File: src/rtl/ram_arbiter.sv
// CPU/DMA arbiter for one registered-read RAM: IDLE/ISSUE/RESP FSM with round-robin tie-break.
// Defining RAM_ARB_LOCK_EN lets cpu_lock keep CPU ownership for up to LOCK_MAX consecutive grants.
module ram_arbiter #(
  parameter int ADDR_W   = 4,
  parameter int DATA_W   = 8,
  parameter int LOCK_MAX = 4
) (
  input  logic              clk,
  input  logic              rst,
  input  logic              cpu_req,
  input  logic              cpu_we,
  input  logic [ADDR_W-1:0] cpu_addr,
  input  logic [DATA_W-1:0] cpu_wdata,
  input  logic              cpu_lock,
  output logic              cpu_ack,
  output logic              cpu_rvalid,
  output logic [DATA_W-1:0] cpu_rdata,
  input  logic              dma_req,
  input  logic              dma_we,
  input  logic [ADDR_W-1:0] dma_addr,
  input  logic [DATA_W-1:0] dma_wdata,
  output logic              dma_ack,
  output logic              dma_rvalid,
  output logic [DATA_W-1:0] dma_rdata,
  output logic              ram_en,
  output logic              ram_we,
  output logic [ADDR_W-1:0] ram_addr,
  output logic [DATA_W-1:0] ram_wdata,
  input  logic [DATA_W-1:0] ram_rdata,
  output logic              gnt_cpu,
  output logic              gnt_dma
);

  typedef enum logic [1:0] {IDLE = 2'd0, ISSUE = 2'd1, RESP = 2'd2} state_t;

  state_t            state_r;
  logic              own_dma_r;
  logic              own_we_r;
  logic              last_dma_r;
  logic [DATA_W-1:0] cpu_hold_r;
  logic [DATA_W-1:0] dma_hold_r;
  logic              any_req_s;
  logic              pick_dma_s;
  logic              lock_hold_s;
  logic              sel_we_s;
  logic [ADDR_W-1:0] sel_addr_s;
  logic [DATA_W-1:0] sel_wdata_s;

`ifdef RAM_ARB_LOCK_EN
  localparam int               CNT_W      = $clog2(LOCK_MAX + 1);
  localparam logic [CNT_W-1:0] LOCK_MAX_C = CNT_W'(LOCK_MAX);

  logic [CNT_W-1:0] lock_cnt_r;

  // CPU keeps the RAM across a tie while it locks and is under the consecutive-grant cap
  always_comb begin
    lock_hold_s = (state_r == RESP) && !own_dma_r && cpu_lock && cpu_req &&
                  (lock_cnt_r < LOCK_MAX_C);
  end

  // Consecutive locked CPU grants; restarts on a DMA grant, an unlocked grant or the cap
  always_ff @(posedge clk) begin
    if (rst) begin
      lock_cnt_r <= {CNT_W{1'b0}};
    end else if (any_req_s && (state_r == IDLE || state_r == RESP)) begin
      if (pick_dma_s || !cpu_lock) begin
        lock_cnt_r <= {CNT_W{1'b0}};
      end else if (lock_cnt_r >= LOCK_MAX_C) begin
        lock_cnt_r <= CNT_W'(1'b1);
      end else begin
        lock_cnt_r <= lock_cnt_r + CNT_W'(1'b1);
      end
    end else begin
      lock_cnt_r <= lock_cnt_r;
    end
  end
`else
  logic unused_s;

  // Without the lock feature cpu_lock has no effect
  always_comb begin
    lock_hold_s = 1'b0;
    unused_s    = cpu_lock;
  end
`endif

  // Winner selection and command mux; ties go to whoever was not granted last
  always_comb begin
    any_req_s = cpu_req | dma_req;
    if (cpu_req && dma_req) begin
      pick_dma_s = !last_dma_r && !lock_hold_s;
    end else begin
      pick_dma_s = dma_req;
    end
    if (pick_dma_s) begin
      sel_we_s    = dma_we;
      sel_addr_s  = dma_addr;
      sel_wdata_s = dma_wdata;
    end else begin
      sel_we_s    = cpu_we;
      sel_addr_s  = cpu_addr;
      sel_wdata_s = cpu_wdata;
    end
  end

  // RAM data lands during RESP, so it is passed through while rvalid and held afterwards
  assign cpu_rdata = cpu_rvalid ? ram_rdata : cpu_hold_r;
  assign dma_rdata = dma_rvalid ? ram_rdata : dma_hold_r;

  // Arbitration FSM with registered strobes, grants and read-data hold
  always_ff @(posedge clk) begin
    if (rst) begin
      state_r    <= IDLE;
      own_dma_r  <= 1'b0;
      own_we_r   <= 1'b0;
      last_dma_r <= 1'b1;
      cpu_hold_r <= {DATA_W{1'b0}};
      dma_hold_r <= {DATA_W{1'b0}};
      cpu_ack    <= 1'b0;
      dma_ack    <= 1'b0;
      cpu_rvalid <= 1'b0;
      dma_rvalid <= 1'b0;
      ram_en     <= 1'b0;
      ram_we     <= 1'b0;
      ram_addr   <= {ADDR_W{1'b0}};
      ram_wdata  <= {DATA_W{1'b0}};
      gnt_cpu    <= 1'b0;
      gnt_dma    <= 1'b0;
    end else begin
      cpu_ack    <= 1'b0;
      dma_ack    <= 1'b0;
      cpu_rvalid <= 1'b0;
      dma_rvalid <= 1'b0;
      ram_en     <= 1'b0;
      ram_we     <= 1'b0;
      ram_addr   <= {ADDR_W{1'b0}};
      ram_wdata  <= {DATA_W{1'b0}};
      if (state_r == RESP && !own_we_r) begin
        if (own_dma_r) begin
          dma_hold_r <= ram_rdata;
        end else begin
          cpu_hold_r <= ram_rdata;
        end
      end
      case (state_r)
        IDLE, RESP: begin
          if (any_req_s) begin
            state_r    <= ISSUE;
            own_dma_r  <= pick_dma_s;
            own_we_r   <= sel_we_s;
            last_dma_r <= pick_dma_s;
            ram_en     <= 1'b1;
            ram_we     <= sel_we_s;
            ram_addr   <= sel_addr_s;
            ram_wdata  <= sel_wdata_s;
            cpu_ack    <= !pick_dma_s;
            dma_ack    <= pick_dma_s;
            gnt_cpu    <= !pick_dma_s;
            gnt_dma    <= pick_dma_s;
          end else begin
            state_r <= IDLE;
            gnt_cpu <= 1'b0;
            gnt_dma <= 1'b0;
          end
        end
        ISSUE: begin
          state_r    <= RESP;
          cpu_rvalid <= !own_we_r && !own_dma_r;
          dma_rvalid <= !own_we_r && own_dma_r;
        end
        default: begin
          state_r <= IDLE;
          gnt_cpu <= 1'b0;
          gnt_dma <= 1'b0;
        end
      endcase
    end
  end

endmodule

File: config.mk
export PLATFORM = sky130hd
export DESIGN_NAME = ram_arbiter
export DESIGN_NICKNAME = d
export VERILOG_FILES = /design/src/rtl/ram_arbiter.sv
export SDC_FILE = /design/constraint.sdc
export NUM_CORES = 1
export LEC_CHECK = 0
export CELL_PAD_IN_SITES_DETAIL_PLACEMENT = 0
export CELL_PAD_IN_SITES_GLOBAL_PLACEMENT = 2
export CORE_ASPECT_RATIO = 1.5
export CORE_MARGIN = 2
export CORE_UTILIZATION = 26
export CTS_BUF_LIST = sky130_fd_sc_hd__clkbuf_8
export CTS_CLUSTER_DIAMETER = 40
export DETAILED_ROUTE_END_ITERATION = 6
export PLACE_DENSITY_LB_ADDON = 0.08
export SKIP_CTS_REPAIR_TIMING = 1
export SYNTH_ARGS = -nofsm -noshare
export SYNTH_HDL_FRONTEND = slang
export SYNTH_SLANG_ARGS = --single-unit
File: constraint.sdc
create_clock -name clk -period 3.7 [get_ports clk]
set_clock_uncertainty 0.1 [all_clocks]
set_input_delay 0.37 -clock clk [delete_from_list [all_inputs] [get_ports clk]]
set_output_delay 0.37 -clock clk [all_outputs]
set_load 0.005 [all_outputs]
Word level (Yosys, flattened, before mapping)
Index checks and enable logic that the tools add are counted.
Widths: inputs -> output; s select.
Storage, ports and cells
  flip-flop bits (word level): 41
  bits in latches: 0
  memory bits (writable): 0
  memory bits (read-only): 0
  input port bits: 39
  output and inout port bits: 36
  logic and storage cells: 52
  memories kept: 0
Cells by class
  add/sub/neg operators: 0
  multipliers: 0
  divide/modulo/power cells: 0
  order comparisons: 0
  eq/ne operators: 2
  shifts and indexed selects: 0
  muxes and demuxes: 13
  bitwise gates (word level): 5
  reductions and logical operators: 16
Operators by type and width (number)
  $mux 8: 3
  $mux 1: 6
  $reduce_and 2->1: 3
  $reduce_or 2->1: 3
  $logic_and 1x1->1: 4
  $logic_not 1->1: 4
  $mux 4: 1
  $not 1->1: 4
  $pmux 1 s2: 2
  $pmux 2 s2: 1
  $reduce_or 3->1: 1
  $eq 2x1->1 const B: 1
  $eq 2x2->1 const B: 1
  $logic_not 2->1: 1
  $or 1x1->1: 1

Depth between registers and ports, before layout
  word-level depth: 5
  mapped depth: 5
  mapped depth without buffers: 5

Worst setup path before layout
OpenSTA, ideal clock, no wires.
  path type: register -> output
  from: register cpu_rvalid
  to: output port cpu_rdata[0]
  arrival: 979 ps
  required time: 3230 ps
  path slack: 2251 ps
  stages on the path, launching flop included: 3
  path buffers: 1
  cell sequence: dfxtp_1 > clkbuf_1 > mux2_2
Between the ends
  cells in the longest elaborated chain, start to end: 1
RTL lines
  start, declared: RTL line 16  | output logic cpu_rvalid,
  start signal, assigned: RTL line 168  | cpu_rvalid <= !own_we_r && !own_dma_r;
  $mux 8: RTL line 107  | assign cpu_rdata = cpu_rvalid ? ram_rdata : cpu_hold_r;
  end, declared: RTL line 17  | output logic [DATA_W-1:0] cpu_rdata,
Every way passes these cells.

Final worst setup path
  from: register dma_rvalid
  to: output port dma_rdata[1]
Between the ends
  cells in the longest elaborated chain, start to end: 1
RTL lines
  start, declared: RTL line 23  | output logic dma_rvalid,
  start signal, assigned: RTL line 169  | dma_rvalid <= !own_we_r && own_dma_r;
  $mux 8: RTL line 108  | assign dma_rdata = dma_rvalid ? ram_rdata : dma_hold_r;
  end, declared: RTL line 24  | output logic [DATA_W-1:0] dma_rdata,
Every way passes these cells.

==> impl_metrics.tcl <==
set metrics [dict create \
    power_switching_share_pct 23.6 \
    final-setup-viol-count 0 \
    die_height_um 102 \
    worst-slew-pin-transition_ns 0.825 \
    timing.max_slew.rel_slack_pct 44.9 \
    grt_pass1_wl_um 7000 \
    final_hold_viol_count 0 \
    power_density_nw_per_um2 365 \
    required_ns 3.23 \
    worstSetupEndpointType "output port" \
    fin_crit_sh_pct 59.5 \
    hpwl_after_dpl_um 2920 \
    vias_per_cell 4.39 \
    dr_wl_met3_um 282 \
    clock_latency_ns 0.29 \
    list_of_cells_traversed_by_the_critical_path "mux2_2 -> clkdlybuf4s50_1" \
    drt_first_pass_iters 3 \
    cap_violations 0 \
    totalNegativeSetupSlack_ns 0 \
    route.met2.wl_um 2150 \
    core_area_um2 6170 \
    run_status "finished clean" \
    slowest_delay_ns 0.61 \
    postSynth.topFlopCell "sky130_fd_sc_hd__dfxtp_1" \
    yosysSeqAreaShare_pct 49.4 \
    critical_path_buf_inv_count 1 \
    core.rowCount 35 \
    htreeDepth 2 \
    cpLargestDelayFamily "flip-flops" \
    die_area_um2 7060 \
    ir_drop_v 0.000185 \
    placedInstanceArea_um2 2420 \
    mappedNetlistNets 214 \
    utilization_pct 40.6 \
    port_buffers 73 \
    synth.lib_cells_used.distinct 28 \
    critical_path_arrival_ns 1.73 \
    rsz0062_at_grt "false" \
    drtIter0Drc 51 \
    startpoint_type "flop" \
    globalplace.congestion 0.635 \
    max_freq_ghz 0.454 \
    criticalPathCategory "reg -> out" \
    layout.cell_area.non_filler_um2 2510 \
    ys_seq_elements 41 \
    grt_remaining_overflow 0 \
    cts-root-buf "sky130_fd_sc_hd__clkbuf_8" \
    average_detailed_routed_wire_length_per_instance_um 13.0 \
    dieWidth_um 69.3 \
    synthesis.yosys.warnings 0 \
    insertedDiodeCount 0 \
    power_report.internal_total_mw 0.700 \
    initial_antenna_violation_count 0 \
    start_util_pct 26.9 \
    crit_path_start "dma_rvalid" \
    total_switching_power_mw 0.216 \
    synth.cell_area_um2 1660 \
    worst_setup_hold_path_clk_slew_ns 0.07 \
    final_max_slew_viol_count 0 \
    holdCritPathClass "reg -> reg" \
    ctsLongestPathBuffers 2 \
    fraction_of_layout_cells_with_a_size_suffix_above_1_pct 13.4 \
    syn_to_final_growth_pct 50.9 \
    first_global_vias 1435 \
    cts_inserted_buffers 5 \
    met1Wirelength_um 1670 \
    clock-sinks 41 \
    crit_path_top_delay_cell "sky130_fd_sc_hd__dfxtp_1" \
    synth_edf_count 0 \
    tritoncts_clock_tree "done" \
    setup_ws_ns 1.50 \
    period_needed_ns 2.20 \
    pwr-share-comb_pct 16.2 \
    dr_total_vias 1405 \
    worst_r2r_startpoint "state_r[0]" \
    hold_path_startpoint "cpu_hold_r[5]" \
    highest-signal-layer "met4" \
    routed_wl_um 4160 \
    final_antenna_net_count 0 \
    clock_power_share_pct 31.8 \
    cp_max_fo 9 \
    dpl_worst_slack_ns 1.62 \
    asyncSetResetFlopFracSynth_pct 0 \
    layout.nets 285 \
    grt_max_degree 24 \
    drt_drc_violations_left 0 \
    post_synth.cell_area_avg_um2 9.49 \
    static-leakage-power_nw 0.946 \
    boundaryPins 75 \
    power.share.sequential_pct 52.0 \
    grt_use_total_pct 12.7 \
    synthCells 175 \
]
-- final timing paths --
check	slack, ns	cells after the start	endpoint
min	0.35	2	cpu_hold_r[5]
max	1.50	2	dma_rdata[1]
max reg2reg	2.13	3	cpu_hold_r[7]
min reg2reg	0.35	2	cpu_hold_r[5]
-- Yosys cell counts (2+ instances only) --
cell type	count	share of area, %
sky130_fd_sc_hd__nand2_1	43	9.7
sky130_fd_sc_hd__dfxtp_1	41	49
sky130_fd_sc_hd__mux2_2	16	11
sky130_fd_sc_hd__nor2_1	15	3.4
sky130_fd_sc_hd__a21oi_1	14	4.2
sky130_fd_sc_hd__mux2i_1	9	5.4
sky130_fd_sc_hd__a21oi_2	6	3.2
sky130_fd_sc_hd__clkbuf_1	4	0.90
sky130_fd_sc_hd__inv_1	3	0.68
sky130_fd_sc_hd__nand2b_1	3	1.1
sky130_fd_sc_hd__buf_2	2	0.60
sky130_fd_sc_hd__buf_6	2	1.4
sky130_fd_sc_hd__nor3_1	2	0.60
-- per-layer routing --
metal / up-vias / global-route usage, %
met4: 0 / 4.98
met2: 52 / 23.6
met5: - / 0
met1: 622 / 13.4
li1: 724 / -
met3: 7 / 3.94
-- worst reg2reg max path, delay by kind of cell, from the launching register on --
kind	cells	cell delay [ns]
DFF	1	0.41
AOI/OAI and AO/OA	1	0.15
and+or+nand+nor	2	0.85
-- cell families (layout without fill, tap and decap cells) --
family,after synthesis,after routing,synth area share (%)
AO/OA/AOI/OAI,27,27,10.7
flip-flops,41,41,49.4
buffers and inverters,14,85,5.42
multiplexers,25,25,16.3
AND/OR/NAND/NOR,68,68,18.2
-- power by group through the flow --
stage | logic (mW) | registers, mW | clock network, mW
after floorplan | 0.0641 | 0.483 | 0
after global placement | 0.152 | 0.486 | 0
after detailed placement | 0.151 | 0.487 | 0
after CTS | 0.152 | 0.477 | 0.309
after global routing | 0.165 | 0.479 | 0.323
final | 0.149 | 0.476 | 0.292
-- registers in the layout, summed over array words and instances, names as in the netlist --
signal and cells:
dma_rvalid 1, ram_addr 4, ram_wdata 8, state_r 2
cpu_hold_r 8, gnt_cpu 1, own_dma_r 1, gnt_dma 1
dma_ack 1, ram_en 1, ram_we 1, dma_hold_r 8
cpu_rvalid 1, own_we_r 1, last_dma_r 1, cpu_ack 1
-- cell usage in the layout, fill, tap and decap left out --
cell type                         count
sky130_fd_sc_hd__a21bo_1              1
sky130_fd_sc_hd__a21boi_1             1
sky130_fd_sc_hd__a21oi_1             14
sky130_fd_sc_hd__a21oi_2              6
sky130_fd_sc_hd__a221o_1              1
sky130_fd_sc_hd__and4bb_2             1
sky130_fd_sc_hd__buf_4                2
sky130_fd_sc_hd__clkbuf_8             6
sky130_fd_sc_hd__clkdlybuf4s50_1     73
sky130_fd_sc_hd__dfxtp_1             41
sky130_fd_sc_hd__inv_1                4
sky130_fd_sc_hd__mux2_2              16
sky130_fd_sc_hd__mux2i_1              9
sky130_fd_sc_hd__nand2_1             43
sky130_fd_sc_hd__nand2b_1             3
sky130_fd_sc_hd__nor2_1              15
sky130_fd_sc_hd__nor3_1               2
sky130_fd_sc_hd__nor3b_1              1
sky130_fd_sc_hd__nor4b_2              1
sky130_fd_sc_hd__o21ai_0              1
sky130_fd_sc_hd__o21bai_1             1
sky130_fd_sc_hd__o22a_1               1
sky130_fd_sc_hd__o22ai_1              1
sky130_fd_sc_hd__or3_4                1
sky130_fd_sc_hd__or4b_1               1
-- area by class of cell --
class / count / area, µm²
flip-flops and latches: 41 / 821
fillers: 640 / 3670
repair buffers: 75 / 746
multi-input cells: 120 / 751
clock buffers: 6 / 82.6
clock inverters: 1 / 3.75
well taps: 74 / 92.6
inverters: 3 / 11.3
-- per-stage QoR --
step                power (mW)  hold slack (ns)  cells
finish                   0.916            0.354    320
global route             0.968            0.378    320
CTS                      0.938            0.357    320
detailed placement       0.637            0.345    313
global placement         0.638            0.335    313
floorplan                0.547            0.334    175
Power figures use the tool's default switching activity.
